--- config.mk ---
export PLATFORM = sky130hd
export DESIGN_NAME = fetch_pc_unit
export DESIGN_NICKNAME = d
export VERILOG_FILES = /design/src/rtl/mips_pkg.sv /design/src/rtl/next_pc_sel.sv /design/src/rtl/fetch_pc_unit.sv
export SDC_FILE = /design/constraint.sdc
export NUM_CORES = 1
export LEC_CHECK = 0
export ABC_AREA = 1
export BUFFER_PORTS_ARGS = -buffer_cell sky130_fd_sc_hd__buf_2
export CAP_MARGIN = 15
export CORE_MARGIN = 2
export CORE_UTILIZATION = 33
export DETAILED_ROUTE_END_ITERATION = 8
export PLACE_DENSITY_LB_ADDON = 0.05
export SLEW_MARGIN = 20
export SYNTH_ARGS = -nofsm -noshare
export SYNTH_HDL_FRONTEND = slang
export SYNTH_HIERARCHICAL = 1
export SYNTH_SLANG_ARGS = --single-unit
--- constraint.sdc ---
create_clock -name clk -period 3.1 [get_ports clk]
set_input_delay 0.31 -clock clk [delete_from_list [all_inputs] [get_ports clk]]
set_output_delay 0.31 -clock clk [all_outputs]
set_load 0.01 [all_outputs]
--- src/rtl/mips_pkg.sv ---
// Shared fetch-stage types and constants for the MIPS32 datapath:
// fetch FSM states, redirect-source encoding and the default reset PC.
package mips_pkg;

   typedef enum logic [1:0] {
      S_BOOT,
      S_FETCH,
      S_HOLD
   } fetch_state_t;

   typedef enum logic [1:0] {
      SRC_NONE,
      SRC_BR,
      SRC_J,
      SRC_JR
   } redir_src_t;

   localparam logic [31:0] RESET_PC_DEFAULT = 32'h0000_0000;

   // J/JAL target: stays inside the current 256 MB region of the fetch pc.
   function automatic logic [31:0] jump_target(input logic [31:0] base_pc,
                                                input logic [25:0] idx);
      return {base_pc[31:28], idx, 2'b00};
   endfunction

endpackage

--- src/rtl/next_pc_sel.sv ---
// Combinational redirect priority mux (jr > jump > branch) and target
// arithmetic for the fetch stage; holds no state.
module next_pc_sel
   import mips_pkg::*;
(
   input  logic [31:0] pc,
   input  logic        branch_taken,
   input  logic [31:0] branch_off_sh,
   input  logic        jump,
   input  logic [25:0] jump_idx,
   input  logic        jr,
   input  logic [31:0] jr_addr,
   output logic [31:0] target,
   output logic        redirect,
   output logic        misalign_raw
);

   redir_src_t src;

   always_comb begin
      src = SRC_NONE;
      if (jr)
         src = SRC_JR;
      else if (jump)
         src = SRC_J;
      else if (branch_taken)
         src = SRC_BR;
   end

   always_comb begin
      target       = pc;
      redirect     = 1'b0;
      misalign_raw = 1'b0;
      case (src)
         SRC_JR: begin
            // Low bits are forced to zero; the caller is told via misalign.
            target       = {jr_addr[31:2], 2'b00};
            redirect     = 1'b1;
            misalign_raw = (jr_addr[1:0] != 2'b00);
         end
         SRC_J: begin
            target   = jump_target(pc, jump_idx);
            redirect = 1'b1;
         end
         SRC_BR: begin
            // Fetch pc in the resolving cycle is already branch PC+4.
            target   = pc + branch_off_sh;
            redirect = 1'b1;
         end
         default: begin
            target   = pc;
            redirect = 1'b0;
         end
      endcase
   end

endmodule

--- src/rtl/fetch_pc_unit.sv ---
// PC register, fetch FSM and imem handshake for the MIPS32 fetch stage.
// Build option: define BRANCH_DELAY_SLOT_EN to keep the delay-slot fetch valid.
module fetch_pc_unit
   import mips_pkg::*;
#(
   parameter logic [31:0] RESET_PC = RESET_PC_DEFAULT
)
(
   input  logic        clk,
   input  logic        rst,
   input  logic        stall,
   input  logic        branch_taken,
   input  logic [31:0] branch_off_sh,
   input  logic        jump,
   input  logic [25:0] jump_idx,
   input  logic        jr,
   input  logic [31:0] jr_addr,
   input  logic        imem_ready,
   output logic        imem_req,
   output logic [31:0] pc,
   output logic [31:0] pc_plus4,
   output logic        fetch_valid,
   output logic        misalign
);

   fetch_state_t state_reg, state_next;
   logic [31:0]  pc_reg, pc_next;
   logic [31:0]  pend_pc_reg, pend_pc_next;
   logic         misalign_reg;

   logic [31:0]  target;
   logic         redirect;
   logic         misalign_raw;
   logic         advance;
   logic         kill;

   next_pc_sel u_next_pc_sel (
      .pc            (pc_reg),
      .branch_taken  (branch_taken),
      .branch_off_sh (branch_off_sh),
      .jump          (jump),
      .jump_idx      (jump_idx),
      .jr            (jr),
      .jr_addr       (jr_addr),
      .target        (target),
      .redirect      (redirect),
      .misalign_raw  (misalign_raw)
   );

   assign imem_req = (state_reg != S_BOOT);
   assign advance  = imem_req & imem_ready & ~stall;
   assign pc       = pc_reg;
   assign pc_plus4 = pc_reg + 32'd4;
   assign misalign = misalign_reg;

`ifdef BRANCH_DELAY_SLOT_EN
   assign kill = 1'b0;
`else
   assign kill = redirect | (state_reg == S_HOLD);
`endif

   assign fetch_valid = advance & ~kill;

   always_comb begin
      state_next   = state_reg;
      pc_next      = pc_reg;
      pend_pc_next = pend_pc_reg;
      case (state_reg)
         S_BOOT: begin
            if (redirect) begin
               pend_pc_next = target;
               state_next   = S_HOLD;
            end else begin
               state_next   = S_FETCH;
            end
         end
         S_FETCH: begin
            if (redirect) begin
               if (advance) begin
                  pc_next = target;
               end else begin
                  pend_pc_next = target;
                  state_next   = S_HOLD;
               end
            end else if (advance) begin
               pc_next = pc_plus4;
            end
         end
         S_HOLD: begin
            // A redirect arriving while held replaces the parked target.
            if (advance) begin
               pc_next    = redirect ? target : pend_pc_reg;
               state_next = S_FETCH;
            end else if (redirect) begin
               pend_pc_next = target;
            end
         end
         default: begin
            state_next = S_BOOT;
         end
      endcase
   end

   always_ff @(posedge clk) begin
      if (rst) begin
         state_reg    <= S_BOOT;
         pc_reg       <= RESET_PC;
         pend_pc_reg  <= 32'h0000_0000;
         misalign_reg <= 1'b0;
      end else begin
         state_reg    <= state_next;
         pc_reg       <= pc_next;
         pend_pc_reg  <= pend_pc_next;
         misalign_reg <= misalign_raw;
      end
   end

endmodule

# Word level (Yosys, flattened, before mapping)
# Cells that the tools add are included.
[classes]
addsub = 2
n_mul = 0
n_div = 0
n_lt_le_gt_ge = 0
n_eq_ne = 10
shift = 0
mux = 20
n_bitwise = 7
reduce_logical = 10
[ops]
columns = ["operator", "count"]
rows = [
  ["32-bit two-way mux", 8],
  ["32-bit one-hot mux with 3 select lines", 2],
  ["32-bit one-hot mux with 2 select lines", 1],
  ["32-bit by 3-bit adder with 32-bit output (second input constant)", 1],
  ["32-bit adder", 1],
  ["2-bit two-way mux", 6],
  ["2-bit != test (second input constant)", 5],
  ["2-bit equality test (second input constant)", 3],
  ["2-bit one-hot mux with 3 select lines", 1],
  ["3-bit AND reduction", 2],
  ["2-bit nonzero test", 3],
  ["2-bit by 1-bit equality test with 1-bit output (second input constant)", 2],
  ["4-bit AND reduction", 1],
  ["1-bit bitwise AND", 3],
  ["1-bit inverter", 3],
  ["3-bit nonzero test", 1],
  ["3-bit OR reduction", 1],
  ["2-bit logical NOT", 1],
  ["1-bit two-way mux", 2],
  ["2-bit OR reduction", 1],
  ["1-bit OR", 1],
]
[totals]
regBits = 67
latchBits = 0
ramBits = 0
mem_bits_ro = 0
in_bits = 97
output_inout_bits = 67
memories = 0

# Logic depth before layout (Yosys ltp)
# Gate-level depths: netlist (run 1).
[depth]
depth_word = 9
ltp_mapped = 16

# Hierarchy
# Netlist (run 1), hierarchy kept.
[by_module_without_submodules]
columns = ["mod", "instances", "cells_each", "area_each_um2"]
rows = [
  ["fetch_pc_unit", 1, 603, 3950.0],
  ["next_pc_sel", 1, 671, 3184.3],
]

# Worst setup path before layout (run 1)
# No wires, ideal clock.
[synth_timing]
path_kind = "register -> register"
from = "register pc_reg[0] (netlist: pc[0])"
to = "register pc_reg[16] (netlist: pc[16])"
setup_time_ns = 0.119
t_arrival_ns = 2.117
required_time_ns = 2.981
slack_ns = 0.863
stages_incl_launch_ff = 17
path_buffers = 0
synth_period_minus_slack_ns = 2.237
cell_sequence = "dfxtp_1 ha_1 inv_1 fa_1 inv_1 nand3_1 nand3_1 nand2_1 nand2_1 inv_1 o21ai_0 nand2_1 nand3_1 nand4_1 nand2_1 and3_1 a21oi_1"
[synth_via]
elab_chain_len = 5
word_cells_on_any_way = 9
classes_between = "add/sub (2); mux (7)"
[synth_rtl]
columns = ["element", "line", "text"]
rows = [
  ["start: declaration", "fetch_pc_unit.sv:27", "logic [31:0] pc_reg, pc_next;"],
  ["start signal: assignment", "fetch_pc_unit.sv:112", "pc_reg <= pc_next;"],
  ["32-bit adder *", "next_pc_sel.sv:47", "target = pc + branch_off_sh;"],
  ["32-bit one-hot mux with 3 select lines *", "next_pc_sel.sv:34", "case (src)"],
  ["named net target[16]", "fetch_pc_unit.sv:31", "logic [31:0] target;"],
  ["32-bit two-way mux, on equally long branches", "n/a", ""],
  ["32-bit two-way mux, on equally long branches", "fetch_pc_unit.sv:91, fetch_pc_unit.sv:78", ""],
  ["32-bit one-hot mux with 2 select lines *", "fetch_pc_unit.sv:68", "case (state_reg)"],
]
# The timed path passes the listed nets; every way through them passes the cells marked *. The select of a mux whose other input is x is not followed.
# A chain may end at the register's enable or synchronous reset.

# Final worst setup path (run 1)
# Ends and elaborated chain as after synthesis.

==> impl_results.md, run 1 <==
* Status: completed
* Die Wd at about 150 um
* Critical path launch point type: register
* Tot Pwr at 7866 uW
* Cell family with most CP delay: simple AND/OR/NAND/NOR gates
* DP Wirelength at ~24000 um
* Crit. End Element: register
* Global route overflow at 0
* Sequential fraction of the synthesis area at 18.80%
* Syn Area/Cell at roughly 5.6 um2
* Synth area leaders: nand2_1, dfxtp_1, inv_1
* Drt initial violations at 571
* Die H at between 150 and 200 um
* Yosys warns at 6
* Hold_buf cts at 0
* Num Clock Sinks at 67
* Post-synth EDFFs at 0
* Final hold viol count at 0
* Setup TNS at 0 ns
* Worst-case clock buffer depth at 2
* WL/cell at 17.06 um
* Initial antenna violation count at 0
* Final net count at 1579
* Max-slew violation count at 0
* Final WS setup at 0.4538 ns
* Yosys reg bits at 67
* Num rows at 53
* Asr flop ratio synth at 0%
* Synth Flop Type: dfxtp_1
* Worst-Skew Late Latency at 0.34 ns
* # IOs at about 160
* Cells after synthesis at 1274
* Worst hold path cell count at 2
* CP Depth at 16
* Post-Route WL at 29430 um
* DP Worst Slack at 0.4845 ns
* # diodes at 0
* DR vias/cell at ~4.9
* Synthesized area at 7134 um2
* Worst vdd ir at 0.5069 mV
* Post-CTS Setup Repair Bufs at 0
* Buffers on Ports at 163
* Worst Max-Slew Pin Slew at 0.7741 ns
* CTS resizes at 0
* Rel. slew slack at 48.11%
* Fmax at 377.9 MHz
* Reg2Reg Depth at 16
* Post-route DRC at 0
* Syn_nets at roughly 1400
* CP dominant cell by count: nand2_1
* Vias in the first global route at approximately 7600
* Crit path DAT at between 2 and 3 ns
* Placer congestion estimate at 0.8937
* CP peak stage delay at 0.43 ns
* Type of the most critical hold path: input port to register
* Final Skew at 0.009309 ns
* Static Leakage at 0.004695 uW
* Max Cap Viol at 0
* Final min period at about 2.6 ns
* # setup viols final at 0
* Starting Density at approximately a third
* Via count at 8425
* RSZ-0062 raised after global routing: false
* Layout fillers at 2410
* Remaining antenna violation count at 0
* Worst Path Required at ~3.3 ns
* Clock slew at reported path FFs at 0.06 ns
* Cell taking the most area after synthesis: nand2_1
* CTS buffer count at 9
* Critical path, cell by cell: ha_1, inv_1, fa_1, inv_1, nand3_1, nand3_1, nand2_1, nand2_1, inv_1, o21ai_0, nand2_1, nand3_1, nand4_1, nand2_1, and3_1, a21oi_1
* GRT Total Usage at 25.62%
* WS Path Type: register to register
* Tcrit/Tclk final at 85.36%
* Largest net degree at the start of global routing at 65
* Share of cells above drive strength 1 at 19.38%
* Core area at 21090 um2
* Clk root buf: clkbuf_16
* CP Buf/Inv Count at 3
* Synth unique cells at 45
* DR pass1 iterations at 5
* Power per cell area at 902.2 nW/um2
* First-pass GRT wire length at 43790 um
* H-tree depth at 3
* Die Area at 22810 um2
* Worst-path maximum fanout at 5
* Area grow syn2layout at 22.20%
* Max stage delay cell, worst path: dfxtp_1
* Post-synth top area share at 25.25%
* CTS tree: yes
==> cells in the final DEF (no fill, tap or decap), drive strengths merged, types with 18 or more instances in the layout <==
cell   synthesis  layout
a21oi         61      61
and3          18      18
buf           22     201
dfxtp         67      67
ha            36      36
inv          154     154
nand2        499     499
nand3         69      69
nand4         27      27
nor2         163     163
o21ai         69      69
==> area by class of cell <==
type	instances	area, um2	share of cell area [%]
timing repair buffer	201	1126	12.92
tap	275	344.1	3.947
inverter	156	585.6	6.716
clock buffer	13	260.3	2.985
clock inverter	3	46.29	0.5310
sequential	67	1341	15.38
multi-input combinational	1010	5015	57.52
==> metrics by stage <==
step                      utilization, %  area (um2)  hold WS (ns)  cells
after global routing               41.34        8718        0.1878   1725
after CTS                          41.34        8718        0.1718   1725
after floorplan                        -        7134        0.3791   1274
after global placement             39.89        8412        0.4882   1709
after detailed placement           39.89        8412        0.4976   1709
final                              41.34        8718        0.1862   1725
==> layer usage <==
layer  wire length, um  track usage [%]
met5                 0                0
met4               235            4.112
met3              1730            2.289
met2             12870            40.00
met1             14590            38.75
==> cell usage after synthesis, types with 5 or more instances <==
cell type	count
a21oi_1	57
nand3_1	64
inv_1	151
xnor2_1	7
nand3_2	5
xor2_1	5
o21ai_0	65
xor2_2	7
buf_2	18
clkbuf_1	16
and2_1	5
nand4_1	27
or2_2	6
nand2_1	480
nor2_1	144
dfxtp_1	67
nand2_2	17
nor2_2	10
ha_1	36
nand3b_1	10
and3_1	18
nor2_4	7
==> path summary, 6_finish.rpt <==
path	startpoint	endpoint	slack [ns]
setup / recovery	pc[0]	pc[16]	0.45
hold reg to reg	pend_pc_reg[19]	pend_pc_reg[19]	0.51
hold / removal	rst	misalign	0.19
setup reg to reg	pc[0]	pc[16]	0.45
==> kinds of logic after synthesis <==
family                     after synthesis  share of synthesized area, %
DFF                                     67                         18.80
adders and majority gates               37                         6.594
and+or+nand+nor                        804                         48.95
AOI/OAI and AO/OA                      150                         11.64
xor gates and xnor gates                19                         3.069
buffers and inverters                  197                         10.94
==> report_power, final <==
part	total, uW	switching, uW	internal, uW
sequential	1550	350	1200
clock	1060	395	669
combinational	5250	3410	1840
Note: power is estimated with default switching activity, not from simulation.
==> inputs of run 2 (changes only) <==
Settings changed: GPL_TIMING_DRIVEN from default to 0, SYNTH_HIERARCHICAL 1 to default.
==> impl_results.md, run 2 <==
* Post-synth EDFFs at 0 (unchanged)
* RSZ-0062 raised after global routing: false (unchanged)
* WL/cell at 17.60 um (was 17.06 um)
* Drt initial violations at 528 (was 571)
* Sequential fraction of the synthesis area at 18.66% (was 18.80%)
* DP Worst Slack at 0.5135 ns (was 0.4845 ns)
* Yosys warns at 0 (was 6)
* Type of the most critical hold path: input port to register (unchanged)
* Yosys reg bits at 67 (unchanged)
* DR vias/cell at 4.929 (was 4.884)
* Synth area leaders: dfxtp_1, nand2_1, inv_1 (was nand2_1, dfxtp_1, inv_1)
* Max stage delay cell, worst path: dfxtp_1 (unchanged)
* Clk root buf: clkbuf_16 (unchanged)
* # diodes at 0 (unchanged)
* Setup TNS at 0 ns (unchanged)
* Final net count at 1564 (was 1579)
* Crit. End Element: output port (was register)
* Starting Density at 33.87% (was 33.83%)
* First-pass GRT wire length at 44870 um (was 43790 um)
* Crit path DAT at 2.39 ns (was 2.88 ns)
* Die H at 151.6 um (was 151.0 um)
* Asr flop ratio synth at 0% (unchanged)
* Synth top cells by count: nand2_1, inv_1, nor2_1 (unchanged)
* Static Leakage at 0.004865 uW (was 0.004695 uW)
* Placed cells at 1694 (was 1709)
* Power per cell area at 514.0 nW/um2 (was 902.2 nW/um2)
* Post-CTS Setup Repair Bufs at 0 (unchanged)
* # setup viols final at 0 (unchanged)
* Global route overflow at 0 (unchanged)
* Max Cap Viol at 0 (unchanged)
* Fin cells at 1709 (was 1725)
* CP Buf/Inv Count at 2 (was 3)
* Post-route DRC at 0 (unchanged)
* Commonest non-fill, non-tap cell in the layout: nand2_1 (unchanged)
* Remaining antenna violation count at 0 (unchanged)
* Worst Max-Slew Pin Slew at 0.9538 ns (was 0.7741 ns)
* Worst hold slack at 0.2330 ns (was 0.1862 ns)
* Syn Area/Cell at 5.722 um2 (was 5.600 um2)
* Post-Route WL at 30090 um (was 29430 um)
* Core area at 21220 um2 (was 21090 um2)
* Critical path launch point type: register (unchanged)
* Vias in the first global route at 7895 (was 7559)
* Die Wd at 151.6 um (was 151.0 um)
* Clock slew at reported path FFs at 0.06 ns (about the same)
* Num Clock Sinks at 67 (unchanged)
* Tcrit/Tclk final at 87.17% (was 85.36%)
* H-tree depth at 3 (unchanged)
* CTS tree: yes (unchanged)
* GRT Total Usage at 26.19% (was 25.62%)
* CP dominant cell by count: nand2_1 (unchanged)
* Worst-Skew Late Latency at 0.34 ns (about the same)
* Largest net degree at the start of global routing at 11 (was 65)
* Fmax at 370.1 MHz (was 377.9 MHz)
* Final min period at 2.702 ns (was 2.646 ns)
* Most common cell in the netlist: nand2_1 (unchanged)
* Worst-path maximum fanout at 8 (was 5)
* Worst Path Required at 2.79 ns (was 3.33 ns)
* Worst vdd ir at 0.3070 mV (was 0.5069 mV)
* Final WS setup at 0.3978 ns (was 0.4538 ns)
* Rel. slew slack at 36.41% (was 48.11%)
* Synth Flop Type: dfxtp_1 (unchanged)
* CTS resizes at 0 (unchanged)
* DP Wirelength at 24640 um (was 23780 um)
* CP peak stage delay at 0.57 ns (was 0.43 ns)
* Commonest cells after routing, fill and taps aside: nand2_1, inv_1, buf_2 (was nand2_1, buf_2, inv_1)
* DR pass1 iterations at 5 (unchanged)
* Final Skew at 0.01266 ns (was 0.009309 ns)
* Max-slew violation count at 0 (unchanged)
* Post-synth top area share at 18.66% (was 25.25%)
* Syn_nets at 1390 (was 1408)
* Status: completed (unchanged)
* Hold_buf cts at 0 (unchanged)
* Synth unique cells at 47 (was 45)
* WS Path Type: register to output port (was register to register)
* Initial antenna violation count at 0 (unchanged)
* Die Area at 22980 um2 (was 22810 um2)
* Placer congestion estimate at 0.8833 (was 0.8937)
* Final hold viol count at 0 (unchanged)
* Synthesized area at 7187 um2 (was 7134 um2)
* Cell taking the most area after synthesis: dfxtp_1 (was nand2_1)
* Final Cell Area at 8608 um2 (was 8718 um2)
* Cells after synthesis at 1256 (was 1274)
* Num rows at 53 (unchanged)
* Share of cells above drive strength 1 at 17.22% (was 19.38%)
* Worst-case clock buffer depth at 2 (unchanged)
* Via count at 8424 (was 8425)
* CTS buffer count at 9 (unchanged)
* Buffers on Ports at 163 (unchanged)
* Cell family with most CP delay: simple AND/OR/NAND/NOR gates (unchanged)
* Critical path, cell by cell: ha_1, nand2_1, inv_2, nand2_4, nor2_1, nand2_1, xor2_1, buf_2 (was ha_1, inv_1, fa_1, inv_1, nand3_1, nand3_1, nand2_1, nand2_1, inv_1, o21ai_0, nand2_1, nand3_1, nand4_1, nand2_1, and3_1, a21oi_1)
* Placement Cell Area at 8347 um2 (was 8412 um2)
* Area grow syn2layout at 19.78% (was 22.20%)
* # IOs at 164 (unchanged)
run 2: cell count changes after synthesis, moves of 9 or more:
| cell | change |
|---|---|
| o211ai_1 | +9 |
| a22o_1 | +17 |
| inv_1 | +76 |
| nor2_1 | -26 |
| xor2_1 | +17 |
| o21ai_1 | +10 |
| nand2_1 | -128 |
| a21oi_1 | +25 |
| nand2_2 | -12 |
| nor3_1 | +13 |
| nand4_1 | -20 |
| nand3_1 | +24 |
| and3_1 | -17 |
run 2: final timing paths:
check                                     from  slack [ns]  cells past startpoint        endpoint
worst min register to register  pend_pc_reg[2]        0.47                      2  pend_pc_reg[2]
worst max register to register           pc[2]        0.45                     11          pc[15]
worst min-delay path                jr_addr[0]        0.23                      3        misalign
worst max-delay path                     pc[2]        0.40                      8    pc_plus4[26]
run 2: metrics by stage:
stage | utilization, % | total power, uW
after floorplan | - | 2669
after CTS | 40.57 | 4415
after global routing | 40.57 | 4750
final | 40.57 | 4425
after detailed placement | 39.33 | 3450
after global placement | 39.33 | 3446
run 2: cell families (layout without fill, tap and decap cells):
family | Yosys count | in the layout | synth area share, %
AND/OR/NAND/NOR | 627 | 627 | 38.20
adder cells (fa/ha/maj) | 37 | 37 | 6.546
buffers and inverters | 277 | 455 | 15.22
flip-flops | 67 | 67 | 18.66
AO/OA/AOI/OAI | 223 | 223 | 18.23
XOR/XNOR | 25 | 25 | 3.151
run 2: layout make-up:
cell class	count	area [um2]
fill	2455	12610
inverter	240	900.9
tap	275	344.1
sequential	67	1341
timing repair buffer	163	815.8
buffer	37	192.7
clock inverter	3	15.01
multi-input combinational	912	4752
clock buffer	12	246.5
run 2: worst register-to-register path: stages, from the launching register on:
cell and delay, ns:
dfxtp_1 0.57, ha_1 0.38, nand2_1 0.12, nand3_1 0.16
nand2_1 0.10, nand2_1 0.11, nand2_1 0.10, nand2_1 0.18
o21ai_0 0.48, nand3_1 0.20, nand2_1 0.12, inv_1 0.04
run 2: metal layers:
| layer | routed length (um) | track usage [%] | vias up |
|---|---|---|---|
| li1 | - | - | 4340 |
| met1 | 14350 | 36.86 | 3796 |
| met2 | 13420 | 42.85 | 262 |
| met3 | 1843 | 3.263 | 26 |
| met4 | 477 | 5.833 | 0 |
| met5 | 0 | 0 | - |
run 2: power by group:
group          switching [uW]  leakage [uW]  internal, uW
sequential                209      0.000550          1050
clock                     405      0.000132           556
combinational            1440       0.00418           760
total                    2060       0.00487          2370
